## src/rtl/tick_counter.sv

```systemverilog
// tick_counter: prescaled up/down counter with wrap or saturate at the bounds.
// A free-running prescaler divides the clock by DIV while en is high; every
// DIV-th enabled cycle produces a tick, and each tick steps the count toward
// the direction selected by up_dn. tc flags the tick on which the count sits
// at the bound it is heading for.
module tick_counter #(
  parameter int DIV       = 100000000,
  parameter int WIDTH     = 4,
  parameter int MAX_COUNT = 15,
  parameter bit SATURATE  = 1'b0
) (
  input  logic             clk,
  input  logic             rst,
  input  logic             en,
  input  logic             up_dn,
  input  logic             clr,
  input  logic             load,
  input  logic [WIDTH-1:0] load_val,
  output logic [WIDTH-1:0] count,
  output logic             tick,
  output logic             tc
);

  // Prescaler width: at least one bit so DIV=1 still has a legal register.
  localparam int PW = (DIV > 1) ? $clog2(DIV) : 1;

  localparam logic [PW-1:0]    PRESC_LAST = PW'(DIV - 1);
  localparam logic [PW-1:0]    PRESC_ZERO = '0;
  localparam logic [PW-1:0]    PRESC_ONE  = PW'(1);
  localparam logic [WIDTH-1:0] CNT_MAX    = WIDTH'(MAX_COUNT);
  localparam logic [WIDTH-1:0] CNT_ZERO   = '0;
  localparam logic [WIDTH-1:0] CNT_ONE    = WIDTH'(1);

  // Elaboration-time guard against illegal parameter combinations.
  if (DIV < 1) begin : g_bad_div
    $error("tick_counter: DIV must be >= 1");
  end
  if (WIDTH < 1) begin : g_bad_width
    $error("tick_counter: WIDTH must be >= 1");
  end
  if (MAX_COUNT < 1 || (WIDTH < 32 && MAX_COUNT > ((1 << WIDTH) - 1))) begin : g_bad_max
    $error("tick_counter: MAX_COUNT must be in 1 .. 2^WIDTH-1");
  end

  logic [PW-1:0]    presc;
  logic [PW-1:0]    presc_nxt;
  logic [WIDTH-1:0] count_nxt;
  logic             presc_last;
  logic             at_bound;

  // Upward step: the bound is compared explicitly so the count never relies
  // on natural 2^WIDTH rollover and never exceeds MAX_COUNT.
  function automatic logic [WIDTH-1:0] step_up(input logic [WIDTH-1:0] c);
    logic [WIDTH-1:0] r;
    if (c >= CNT_MAX) begin
      r = SATURATE ? CNT_MAX : CNT_ZERO;
    end else begin
      r = c + CNT_ONE;
    end
    return r;
  endfunction

  // Downward step: zero is the lower bound; wrap lands on MAX_COUNT, not 2^WIDTH-1.
  function automatic logic [WIDTH-1:0] step_dn(input logic [WIDTH-1:0] c);
    logic [WIDTH-1:0] r;
    if (c == CNT_ZERO) begin
      r = SATURATE ? CNT_ZERO : CNT_MAX;
    end else if (c > CNT_MAX) begin
      r = CNT_MAX;
    end else begin
      r = c - CNT_ONE;
    end
    return r;
  endfunction

  // Loaded values above the upper bound are clamped so count stays in range.
  function automatic logic [WIDTH-1:0] clamp_load(input logic [WIDTH-1:0] v);
    logic [WIDTH-1:0] r;
    if (v > CNT_MAX) begin
      r = CNT_MAX;
    end else begin
      r = v;
    end
    return r;
  endfunction

  // With DIV=1 every enabled cycle is a tick, independent of the prescaler.
  assign presc_last = (DIV == 1) ? 1'b1 : (presc == PRESC_LAST);

  // The direction-dependent bound the count is currently heading toward.
  assign at_bound = up_dn ? (count == CNT_MAX) : (count == CNT_ZERO);

  // Strobes are purely combinational; clr/load do not mask them.
  always_comb begin
    tick = en & presc_last;
    tc   = tick & at_bound;
  end

  // Prescaler next state: clear/load restart the period, en advances it.
  always_comb begin
    presc_nxt = presc;
    if (clr || load) begin
      presc_nxt = PRESC_ZERO;
    end else if (en) begin
      if (presc_last) begin
        presc_nxt = PRESC_ZERO;
      end else begin
        presc_nxt = presc + PRESC_ONE;
      end
    end
  end

  // Count next state: clr beats load, load beats (and discards) the tick step.
  always_comb begin
    count_nxt = count;
    if (clr) begin
      count_nxt = CNT_ZERO;
    end else if (load) begin
      count_nxt = clamp_load(load_val);
    end else if (tick) begin
      count_nxt = up_dn ? step_up(count) : step_dn(count);
    end
  end

  // State registers; reset overrides every other control and discards any partial period.
  always_ff @(posedge clk) begin
    if (rst) begin
      presc <= PRESC_ZERO;
      count <= CNT_ZERO;
    end else begin
      presc <= presc_nxt;
      count <= count_nxt;
    end
  end

endmodule

```

## config.mk

```make
export PLATFORM = sky130hd
export DESIGN_NAME = tick_counter
export DESIGN_NICKNAME = d
export VERILOG_FILES = /design/src/rtl/tick_counter.sv
export SDC_FILE = /design/constraint.sdc
export NUM_CORES = 1
export LEC_CHECK = 0
export CAP_MARGIN = 40
export CELL_PAD_IN_SITES_DETAIL_PLACEMENT = 0
export CELL_PAD_IN_SITES_GLOBAL_PLACEMENT = 1
export CORE_MARGIN = 4
export CORE_UTILIZATION = 48
export CTS_BUF_LIST = sky130_fd_sc_hd__clkbuf_8
export DETAILED_ROUTE_END_ITERATION = 7
export PLACE_DENSITY_LB_ADDON = 0.1
export SYNTH_ARGS = -nofsm -noshare
export SYNTH_HDL_FRONTEND = slang
export SYNTH_SLANG_ARGS = --single-unit
```

## constraint.sdc

```tcl
create_clock -name clk -period 5.3 [get_ports clk]
set_clock_uncertainty 0.2 [all_clocks]
set_input_delay 0.795 -clock clk [delete_from_list [all_inputs] [get_ports clk]]
set_output_delay 0.795 -clock clk [all_outputs]
set_load 0.005 [all_outputs]
```

* Word-level counts from Yosys, hierarchy flattened
Cells that the tools add are included.
** Operators by class
- Bitwise operators :: 2
- Order comparisons :: 3
- Mux-type cells :: 9
- Eq/ne operators :: 2
- Reductions and logical operators :: 5
- Add/sub/neg operators :: 3
** Operators by type and width (number)
- $mux W4 :: 7
- $add A27 B1 Y27 const B :: 1
- $eq A27 B27 Y1 const B :: 1
- $mux W27 :: 1
- $gt A4 B4 Y1 const B :: 2
- $add A4 B1 Y4 const B :: 1
- $eq A4 B4 Y1 const B :: 1
- $ge A4 B4 Y1 const B :: 1
- $logic_not A4 Y1 :: 1
- $reduce_or A2 Y1 :: 2
- $sub A4 B1 Y4 const B :: 1
- $and A1 B1 Y1 :: 2
- $reduce_bool A2 Y1 :: 1
- $logic_or A1 B1 Y1 :: 1
- $mux W1 :: 1
** Word-level totals
- Bits in registers :: 31
- Output and inout bits :: 6

* Depth between registers and ports, before layout
Gate-level depths: netlist (run 1).
- Word-level depth :: 6
- Gate-level depth with buffers :: 8
- Mapped depth without buffers :: 7

* Least setup slack after synthesis (run 1)
OpenSTA, ideal clock, no wires.
- Kind :: input-to-output
- Start :: input en
- End :: output tc
- Arrival :: 1.812 ns
- Cell stages on the path :: 5
- Path buffers :: 1
- Data required time :: 4.305 ns
- Setup slack :: 2.493 ns
- Path through :: buf_4 -> and4_4 -> nand3_4 -> nor3_1 -> a21boi_0
** Between the ends
- Cells in the longest elaborated chain, start to end :: 2
** RTL lines
- from (decl) :: RTL line 14 : input logic en,
- $and A1 B1 Y1 :: RTL line 95 : tick = en & presc_last;
- via tick :: RTL line 20 : output logic tick,
- $and A1 B1 Y1 :: RTL line 96 : tc = tick & at_bound;
- to (decl) :: RTL line 21 : output logic tc
The timed path passes the listed nets, and every way through them passes these cells.

* Worst setup path after layout (run 1)
- Start :: input en
- End :: output tc
** Between the ends
- Cells in the longest elaborated chain, start to end :: 2
** RTL lines (RTL line)
- $and A1 B1 Y1 :: 95
- $and A1 B1 Y1 :: 96
Every way passes these cells.

==> results.md, run 1 <==
CTS:
- The CTS tree is done.
- The longest clock path from root to sink contains 2 buffers.
- The number of cells upsized or downsized after cts is 0.
- The number of clock sinks is 31.
- The clock root buffer master is sky130_fd_sc_hd__clkbuf_8.
- For this design, the CTS-stage hold fixing added 0 buffers.
- The H-tree depth is 2.
- The number of clock buffers added by TritonCTS is 5.
- At the later pin of the worst-skew pair, clock insertion delay measures 0.28 ns.
- Once the clock tree was built, the setup fixing pass inserted 0 buffers.
- The clock transition time at the flip-flop clock pins of the worst setup and hold paths is around 0.06 ns.

Setup path:
- For the worst setup path, the data required time is 4.30 ns.
- The signal on the critical path passes through clkdlybuf4s50_1 > and4_4 > nand3_4 > nor3_1 > a21boi_0 > clkdlybuf4s50_1.
- Data arrives at the worst endpoint at ~2.9 ns.
- By startpoint and endpoint, the worst setup path is classified as in2out.
- The most numerous cell on the critical path is sky130_fd_sc_hd__clkdlybuf4s50_1.
- The element type at the critical path end is a primary output.
- In this design, the stage delay of the slowest critical-path cell is a little over 0.6 ns.
- The highest fanout seen on the critical path is 7.
- The slowest library cell on the worst path is sky130_fd_sc_hd__clkdlybuf4s50_1.
- The kind of start point of the critical path is a primary input.

Place:
- The cell area after placement is about 1900 um^2.
- The estimated wirelength of the detail-placed design is around 2600 um.
- At the end of routability-driven placement, the weighted congestion stood at 0.790.
- Prior to clock tree synthesis, the placed netlist has a worst setup slack of 1.36 ns.
- The count of input and output buffers is 15.

Layout:
- With fillers left out, the area of the finished cells amounts to a little under 2000 um^2.
- The share of the core filled with cells in the final layout is 57.9%.
- The total of fill cells in the finished design is 326.
- The number of nets in the final layout is between 200 and 250.
- The number of diodes added for antenna fixing is 0.
- The post-route netlist has between 7 and 8% of its cells at a drive strength greater than 1.
- The multi-input combinational cells in the finished layout cover a total of 998 um^2.
- The flip-flop and latch area is ~620 um^2.
- Compared with the post-synthesis result, the final layout area differs by 14.6%.

Flow run:
- The tool flagged a number of max-cap violations equal to 0.

STA:
- The pin slew with the least headroom to its limit is 0.561 ns.
- The sum of negative setup slack is 0 ns.
- The final worst slack is 1.37 ns.
- Setup repair after global routing left no endpoint under its margin.
- The maximum frequency from static timing analysis is 254 MHz.
- Dividing the final minimum period by the clock period gives about three quarters.
- The hold violation total from the final report is 0.
- The count of endpoints failing setup in the final report is 0.
- The clock period minus worst slack is about 3.9 ns.
- The worst hold margin is 0.330 ns.
- The worst pin sits at a relative slew slack of between 60% and 70%.
- The number of max-slew violations in the final report is 0.

Min path:
- The worst hold path belongs to the class reg2reg.

Detailed routing:
- After detailed routing, the average wire length per cell comes to roughly 13 um.
- The sum of routed wire length over all layers is around 3500 um.
- The number of design rule violations left after detail routing is 0.
- The length of the first detailed-routing pass in iterations is 4.
- The number of vias per cell after detailed routing is 5.39.
- In this run, the number of DRC markers left after iteration 0 of detailed routing was 49.
- The number of vias after detailed routing is 1440.
- In this run the remaining antenna-violating nets after routing total 0.

GRT:
- For this run, the total global-route usage over all layers was measured as 17.3%.
- The number of antenna violations at the first check in global routing was 0.
- Entering global routing, the biggest net connects 18 pins.
- The via count of the first global-routing pass is 1366.
- The total overflow left after global routing is 0.
- The met1 track demand over resource is 21.2%.
- The first global-routing pass estimated just over 6000 um of wire.
- For met2 alone, demand over resource in global routing was 28.3%.
- The routing usage on met3 is 5.42%.
- After global routing, the most crowded layer is met2.

Synth:
- The most area-hungry cell type in the Yosys netlist is sky130_fd_sc_hd__dfxtp_1.
- Averaged over all synthesized cells, the footprint is 8.31 um^2.
- The share of the Yosys chip area taken by registers is a little over a third.
- The post-synthesis cell count is 208.
- The number of synthesis warnings is 0.
- By area the synthesized netlist is led by sky130_fd_sc_hd__dfxtp_1 (36%), sky130_fd_sc_hd__xnor2_1 (11%), sky130_fd_sc_hd__nor2_1 (7.8%), sky130_fd_sc_hd__nor4_1 (4.7%), sky130_fd_sc_hd__xor2_1 (3.5%).
- The commonest cells after synthesis are sky130_fd_sc_hd__nor2_1 (36), sky130_fd_sc_hd__dfxtp_1 (31), sky130_fd_sc_hd__xnor2_1 (21).
- The number of storage elements in the synthesis netlist is 31.
- The most used flip-flop cell after synthesis is sky130_fd_sc_hd__dfxtp_1.
- The synthesized area is approximately 1700 um^2.
- Among all cell types in the netlist, the one instantiated most often is sky130_fd_sc_hd__nor2_1.
- In this run, distinct cell masters in the synthesized netlist total 39.
- The proportion of register bits with asynchronous set or reset after synthesis is 0%.
- The number of nets handed over by synthesis was 221.
- The area share of the leading cell type in the synthesized netlist is 35.9%.
- The number of enable-type register cells in the synthesized netlist is 0.

Power:
- The internal power consumption is approximately 0.37 mW.
- Per report_power, the combinational group accounts for 6.1% of the total.
- The part of the total power dissipated in the clock network is 43.0%.
- In this run switching power makes up a little over a fifth of total power.
- The standby leakage power is 0.629 nW.
- The share of total power dissipated in sequential elements is 50.9%.
- The reported net switching power is 0.100 mW.
- IR analysis of the VDD net gives a maximum drop of around 190 uV.
- The power density over the cells is between 200 and 250 nW/um^2.

Floorplan:
- The floorplan step defined a die boundary enclosing 4620 um^2.
- Pin placement for this block handled 16 I/O pins.
- The core region is between 3000 and 4000 um^2.
- The initial core utilization is 50.6%.
- Row generation in the floorplan step produced 21 rows.
- The floorplan step set the die height to 68 um.
- In this run the horizontal extent of the chip is 68 um.

Status:
- The run finished with clean final reports.
[layer usage]
metal / up-vias / part of all wire, %
met3: 5 / 3.8
met2: 16 / 46
met5: - / 0
met1: 669 / 48
li1: 750 / -
met4: 0 / 1.3
[path summary, 6_finish.rpt]
kind | startpoint | endpoint | slack [ns] | depth (start not counted)
worst max-delay path | en | tc | 1.37 | 6
worst min-delay path | presc[16] | presc[16] | 0.33 | 2
worst max register to register | presc[0] | presc[11] | 2.93 | 7
worst min register to register | presc[16] | presc[16] | 0.33 | 2
[logic make-up (layout without fill, tap and decap cells)]
group,Yosys count,after routing,share of synthesized area (%)
xor gates and xnor gates,28,28,14.2
buffers and inverters,21,34,6.30
and+or+nand+nor,105,105,33.2
adders and majority gates,3,3,2.17
DFF,31,31,35.9
muxes,2,2,1.16
AOI/OAI and AO/OA,18,18,7.10
[metrics by stage]
stage	total power [mW]	cells
2_1_floorplan	0.260	208
3_5_place_dp	0.271	259
4_1_cts	0.471	267
5_1_grt	0.487	267
3_3_place_gp	0.270	258
6_report	0.467	267
[sequential cells by signal (all words and copies together), names as in the netlist]
name   cells
count      4
presc     27
[power groups by stage]
stage	registers, mW	logic [mW]	clock network (mW)
after floorplan	0.242	0.0180	0
after global placement	0.243	0.0274	0
after detailed placement	0.243	0.0287	0
after CTS	0.237	0.0289	0.205
after global routing	0.238	0.0317	0.217
final	0.238	0.0286	0.200
[worst max-delay path: cells and delay by family]
family	cells	cell delay, ns
and+or+nand+nor	3	0.75
buffers and inverters	2	1.14
AOI/OAI and AO/OA	1	0.26
[placed cells by master, fill, tap and decap left out, types with 2 or more instances in the layout]
| cell type | instances |
|---|---|
| sky130_fd_sc_hd__o22ai_1 | 2 |
| sky130_fd_sc_hd__nor2b_1 | 3 |
| sky130_fd_sc_hd__nor3_1 | 5 |
| sky130_fd_sc_hd__o21ai_0 | 2 |
| sky130_fd_sc_hd__clkdlybuf4s50_1 | 15 |
| sky130_fd_sc_hd__nand2_1 | 10 |
| sky130_fd_sc_hd__or3_1 | 3 |
| sky130_fd_sc_hd__nor2_1 | 36 |
| sky130_fd_sc_hd__nor4_1 | 13 |
| sky130_fd_sc_hd__nand3_1 | 12 |
| sky130_fd_sc_hd__xor2_1 | 7 |
| sky130_fd_sc_hd__mux2i_1 | 2 |
| sky130_fd_sc_hd__dfxtp_1 | 31 |
| sky130_fd_sc_hd__xnor2_1 | 21 |
| sky130_fd_sc_hd__a21oi_1 | 7 |
| sky130_fd_sc_hd__ha_1 | 3 |
| sky130_fd_sc_hd__clkbuf_8 | 7 |
| sky130_fd_sc_hd__and3_1 | 3 |
| sky130_fd_sc_hd__nand4_1 | 9 |
| sky130_fd_sc_hd__or2_2 | 2 |
| sky130_fd_sc_hd__inv_1 | 11 |
[cell type report]
class | instances | share of cell area (%)
Tap cell | 46 | 2.91
Clock inverter | 1 | 0.190
Inverter | 10 | 1.90
Multi-Input combinational cell | 156 | 50.4
Clock buffer | 7 | 4.87
Timing Repair Buffer | 16 | 8.34
Sequential cell | 31 | 31.4
No activity file was read; power rests on OpenSTA's default activity.
==> inputs of run 2 (changes only) <==
Settings changed: CORE_UTILIZATION 48 to 40.
Clock period 5.3 ns to 3.4 ns, I/O delays scaled along.
==> results.md, run 2 (same netlist as run 1, synthesis figures left out) <==
Layout:
- The flip-flop and latch area came to 621 um^2 (unchanged).
- In the layout the commonest cells are sky130_fd_sc_hd__nor2_1 (36), sky130_fd_sc_hd__dfxtp_1 (31), sky130_fd_sc_hd__xnor2_1 (21).
- The final cell area excluding filler cells is 2010 um^2 (+1.5%).
- The total of fill cells in the finished design is 399 (+22%).
- Leaving out fill and tap cells, the most frequent cell in the layout is sky130_fd_sc_hd__nor2_1.
- The number of standard cells in the layout, taps in and fillers out is 273 (+2.2%).
- The proportion of layout cells with a drive suffix above 1 came to 8.97% (+1.3 points).
- From synthesis to final layout, the design area changed by 16.3%.
- The area of the multi-input gates is 998 um^2 (unchanged).
- The number of nets in the final layout was 235 (+0.86%).
- presc holds more flip-flops than any other register.
- The number of flip-flops under the largest register name is 27 (unchanged).
- The number of diodes added for antenna fixing is 0 (unchanged).
- The largest registers in the layout are presc: 27 flops, count: 4 flops.

GRT:
- The total global routing overflow is 0 (unchanged).
- The maximum number of pins on one net before global-route repair is 27 (+9).
- The number of antenna violations at the first check in global routing is 0 (unchanged).
- The global-route wire length before repair was 6350 um (+4.8%).
- The overall fraction of global-route tracks in use is 15.3% (-2.0 points).
- The via count of the first global-routing pass came to 1384 (+1.3%).

Detailed routing:
- The sum of routed wire length over all layers came to 3640 um (+2.8%).
- The length of the first detailed-routing pass in iterations is 4 (unchanged).
- The topmost layer with routed signal wires is met4.
- The number of vias after detailed routing is 1467 (+1.9%).
- The total length of routed met2 wires is 1720 um (+4.5%).
- The number of design rule violations left after detail routing was 0 (unchanged).
- The average wire per standard cell came to 13.3 um (+0.56%).
- The residual antenna-violating net count after detailed routing is 0 (unchanged).
- The number of vias per cell after detailed routing is 5.37 (-0.36%).
- The routed length on met3 is 134 um (-1.5%).
- The met1 routed wirelength after detailed routing is 1740 um (+1.2%).
- The starting DRC count in detailed routing came to 71 (+45%).

Floorplan:
- The initial core utilization is 42.3% (-8.3 points).
- The die area came to 5440 um^2 (+18%).
- The total core area was 4090 um^2 (+20%).
- The vertical die dimension is 73.7 um (+8.4%).
- The top-level port count is 16 (unchanged).
- The standard-cell row count was 23 (+9.5%).
- The width of the chip was 73.7 um (+8.4%).

STA:
- The count of endpoints failing setup in the final report is 0 (unchanged).
- The final cycle utilization of the critical path is 89.4%.
- The hold violation total from the final report is 0 (unchanged).
- The normalized max-slew margin came to 60.6% (-1.6 points).
- Setup repair after global routing left no endpoint under its margin.
- The worst hold margin is 0.323 ns (-0.00714 ns).
- The number of max-slew violations in the final report is 0 (unchanged).
- For this run, the top clock speed supported by timing is 329 MHz.
- For the finished layout, the period the worst path requires is between 3 and 4 ns.
- The pin slew with the least headroom to its limit is 0.585 ns (+0.0240 ns).
- The sum of negative setup slack is 0 ns (unchanged).

Place:
- The number of cells after detailed placement is 265 (+2.3%).
- The count of input and output buffers came to 15 (unchanged).
- The cell area after placement was 1890 um^2 (+0.67%).
- The final weighted congestion in routability-driven placement came to 0.870 (+10%).
- The estimated wirelength of the detail-placed design is 2610 um (-0.15%).

Setup path:
- The highest fanout seen on the critical path is 5 (-2).
- The worst setup path is captured at a primary output.
- The kind of start point of the critical path is a primary input.
- The setup path with the least slack is of type in2out.
- The required arrival time at the worst endpoint is 2.69 ns (-1.61 ns).
- The signal arrival time at the worst endpoint came to 2.33 ns (-0.61 ns).

CTS:
- The hold-fix buffer count after cts is 0 (unchanged).
- The number of buffers added by the clock tree synthesis step is 5 (unchanged).
- The number of cells upsized or downsized after cts came to 0 (unchanged).
- The H-tree depth came to 2 (unchanged).
- The number of clock sinks was 31 (unchanged).
- The maximum buffer depth of the clock tree was 2 (unchanged).
- The clock root buffer master is sky130_fd_sc_hd__clkbuf_8.
- The post-CTS setup buffer count came to 0 (unchanged).
- The CTS tree is done.
- The insertion delay to the later sink of the worst-skew pair is 0.28 ns (about the same).
- The clock transition time at the flip-flop clock pins of the worst setup and hold paths was 0.07 ns (about the same).

Flow run:
- The total of max-cap violations was 0 (unchanged).

Power:
- The power density over the cells was 393 nW/um^2 (+67%).
- The standby leakage power was 0.642 nW (+2.0%).
- The largest voltage drop on the vdd net is 180 uV (-3.1%).

Status:
- The run finished with clean final reports.

Min path:
- The type of the most critical hold path is reg2reg.
==> run 2: cell types whose count changed in the layout (fill, tap and decap cells not counted) <==
cell,change
sky130_fd_sc_hd__inv_1,-1
sky130_fd_sc_hd__clkinv_2,+1
sky130_fd_sc_hd__bufinv_16,+1
sky130_fd_sc_hd__clkbuf_8,-1
sky130_fd_sc_hd__buf_4,+3
sky130_fd_sc_hd__buf_8,-1
==> run 2: final cells by class <==
| class | count | area share [%] |
|---|---|---|
| clock inverter | 2 | 1.74 |
| multi-input combinational | 156 | 49.7 |
| clock buffer | 6 | 4.11 |
| sequential | 31 | 30.9 |
| timing repair buffer | 18 | 8.59 |
| tap | 50 | 3.11 |
| inverter | 10 | 1.87 |
==> run 2: power breakdown <==
group          switching [mW]  total (mW)  internal (mW)
clock                   0.138       0.375          0.237
sequential            0.00471       0.370          0.366
combinational          0.0208      0.0452         0.0244
==> run 2: final timing paths <==
path                  start        end  slack (ns)  cells past startpoint
setup / recovery         en         tc        0.36                      6
hold / removal    presc[16]  presc[16]        0.32                      2
setup reg to reg   presc[0]  presc[11]        1.17                      8
hold reg to reg   presc[16]  presc[16]        0.32                      2
==> run 2: per-layer routing <==
| metal | GRT usage (%) | vias to the layer above |
|---|---|---|
| met5 | 0 | - |
| met4 | 5.43 | 0 |
| met3 | 4.10 | 7 |
| met2 | 24.3 | 27 |
| met1 | 19.8 | 678 |
| li1 | - | 755 |
==> run 2: critical path, stage by stage <==
cell                              delay, ns
sky130_fd_sc_hd__clkdlybuf4s50_1       0.48
sky130_fd_sc_hd__and4_4                0.25
sky130_fd_sc_hd__nand3_4               0.11
sky130_fd_sc_hd__nor3_1                0.23
sky130_fd_sc_hd__a21boi_0              0.22
sky130_fd_sc_hd__clkdlybuf4s50_1       0.53
==> run 2: through the flow <==
step	setup WS [ns]	total power, mW	utilization (%)
after floorplan	1.16	0.405	-
after global placement	0.357	0.423	46.3
after detailed placement	0.358	0.424	46.3
after CTS	0.353	0.802	49.2
after global routing	0.181	0.827	49.2
final	0.360	0.790	49.2
==> inputs of run 3 (changes only) <==
Settings changed: CTS_BUF_LIST sky130_fd_sc_hd__clkbuf_8 to sky130_fd_sc_hd__clkbuf_4.
==> results.md, run 3 (same netlist as run 1, synthesis figures left out) <==
STA:
- The final worst slack is 0.351 ns (-0.00885 ns).
- The final cycle utilization of the critical path is 89.7% (+0.26 points).
- The normalized max-slew margin is 59.8% (-0.83 points).
- The maximum frequency from static timing analysis was 328 MHz (-0.29%).
- The clock period minus worst slack is 3.05 ns (+0.00885 ns).
- The pin slew with the least headroom to its limit is 0.598 ns (+0.0124 ns).
- The number of max-slew violations in the final report is 0 (unchanged).
- The sum of negative setup slack is 0 ns (unchanged).
- The hold violation total from the final report was 0 (unchanged).
- The count of endpoints failing setup in the final report is 0 (unchanged).
- Setup repair after global routing left no endpoint under its margin.

Layout:
- The number of diodes added for antenna fixing is 0 (unchanged).
- Counting flops per register, the top entry is presc.
- Leaving out fill and tap cells, the most frequent cell in the layout is sky130_fd_sc_hd__nor2_1.
- The proportion of layout cells with a drive suffix above 1 is 8.52% (-0.45 points).
- The number of flip-flops under the largest register name was 27 (unchanged).
- The number of nets in the final layout is 235 (unchanged).
- Leaving out fill and tap cells, the most frequent cells in the layout are sky130_fd_sc_hd__nor2_1 (36), sky130_fd_sc_hd__dfxtp_1 (31), sky130_fd_sc_hd__xnor2_1 (21).
- The area overhead of the layout relative to synthesis is 13.9%.
- The total of fill cells in the finished design is 405 (+1.5%).
- The final cell area excluding filler cells is 1970 um^2 (-2.1%).
- The largest registers in the layout are presc: 27 flops, count: 4 flops.

CTS:
- The post-CTS setup buffer count is 0 (unchanged).
- The maximum buffer depth of the clock tree is 2 (unchanged).
- The number of cells upsized or downsized after cts came to 0 (unchanged).
- The hold-fix buffer count after cts is 0 (unchanged).
- The H-tree depth is 2 (unchanged).
- TritonCTS built the clock tree.
- The number of buffers added by the clock tree synthesis step is 5 (unchanged).
- CTS placed an instance of sky130_fd_sc_hd__clkbuf_4 at the clock tree root.
- The insertion delay to the later sink of the worst-skew pair is 0.34 ns (+0.06 ns).
- The number of clock sinks is 31 (unchanged).
- The clock transition time at the flip-flop clock pins of the worst setup and hold paths was 0.11 ns (+0.04 ns).

Setup path:
- The highest fanout seen on the critical path is 5 (unchanged).
- The kind of start point of the critical path is a flip-flop.
- STA classifies the critical path endpoint as a primary output.
- The signal arrival time at the worst endpoint is 2.34 ns (about the same).
- The class of the most critical setup path is reg2out.
- The required arrival time at the worst endpoint is 2.69 ns (about the same).

GRT:
- The number of antenna violations at the first check in global routing is 0 (unchanged).
- The maximum number of pins on one net before global-route repair is 27 (unchanged).
- The global-route wire length before repair came to 6360 um (+0.11%).
- The overall fraction of global-route tracks in use came to 15.2% (-0.056 points).
- The via count of the first global-routing pass is 1379 (-0.36%).
- The total global routing overflow came to 0 (unchanged).

Detailed routing:
- The average wire per standard cell is 13.3 um (-0.66%).
- The number of vias per cell after detailed routing is 5.35 (-0.41%).
- The number of vias after detailed routing is 1461 (-0.41%).
- The sum of routed wire length over all layers is 3620 um (-0.66%).
- The number of design rule violations left after detail routing is 0 (unchanged).
- The starting DRC count in detailed routing is 52 (-27%).
- The residual antenna-violating net count after detailed routing is 0 (unchanged).
- The length of the first detailed-routing pass in iterations is 4 (unchanged).

Place:
- The worst setup slack before clock tree synthesis came to 0.358 ns (unchanged).
- The final weighted congestion in routability-driven placement came to 0.870 (unchanged).
- The estimated wirelength of the detail-placed design was 2610 um (unchanged).
- The cell area after placement is 1890 um^2 (unchanged).
- The count of input and output buffers is 15 (unchanged).

Floorplan:
- The standard-cell row count came to 23 (unchanged).
- The total core area came to 4090 um^2 (unchanged).
- The width of the chip is 73.7 um (unchanged).
- The vertical die dimension is 73.7 um (unchanged).
- The initial core utilization came to 42.3% (unchanged).
- The die area is 5440 um^2 (unchanged).
- The top-level port count is 16 (unchanged).

Flow run:
- The total of max-cap violations is 0 (unchanged).

Status:
- The flow ran to the end, and the final reports show no timing, DRC or antenna violations.

Power:
- The power density over the cells is 355 nW/um^2 (-9.8%).
- The power consumption is 0.698 mW (-12%).
- The largest voltage drop on the vdd net was 148 uV (-18%).
- The standby leakage power came to 0.623 nW (-2.9%).

Min path:
- The type of the most critical hold path is reg2reg.
run 3: final timing paths:
check	startpoint	endpoint	slack, ns	cells after the start
worst max register to register	presc[0]	presc[11]	1.17	8
worst min-delay path	presc[16]	presc[16]	0.33	2
worst max-delay path	presc[0]	tc	0.35	6
worst min register to register	presc[16]	presc[16]	0.33	2
run 3: through the flow:
stage	std cells	hold WS [ns]	util [%]
final	273	0.334	48.2
after global routing	273	0.370	48.2
after CTS	273	0.346	48.2
after detailed placement	265	0.317	46.3
after global placement	265	0.291	46.3
after floorplan	208	0.277	-
run 3: layer usage:
metal  global-route usage, %  routed length (um)  part of all wire [%]  up-vias
met3                    4.10                 121                   3.3        3
met1                    19.9                1720                    48      677
met2                    23.9                1750                    48       24
met5                       0                   0                     0        -
li1                        -                   -                     -      757
met4                    5.43                  22                  0.61        0
run 3: critical path, cell delays in order, from the launching register on:
cell and delay, ns:
sky130_fd_sc_hd__dfxtp_1 0.42, sky130_fd_sc_hd__ha_1 0.27, sky130_fd_sc_hd__and3_1 0.22, sky130_fd_sc_hd__nand3_4 0.12, sky130_fd_sc_hd__nor3_1 0.23, sky130_fd_sc_hd__a21boi_0 0.22, sky130_fd_sc_hd__clkdlybuf4s50_1 0.53
run 3: cell type report:
cell class,count,area (um^2),area share [%]
multi-input combinational,156,998,50.7
sequential,31,621,31.5
timing repair buffer,18,173,8.77
tap,50,62.6,3.18
clock inverter,3,38.8,1.97
clock buffer,5,37.5,1.91
inverter,10,37.5,1.91
run 3: power by group:
part | switching [mW] | internal, mW | leakage, nW
Combinational | 0.0206 | 0.0244 | 0.331
Clock | 0.132 | 0.151 | 0.0426
Sequential | 0.00468 | 0.365 | 0.250
Total | 0.158 | 0.541 | 0.623
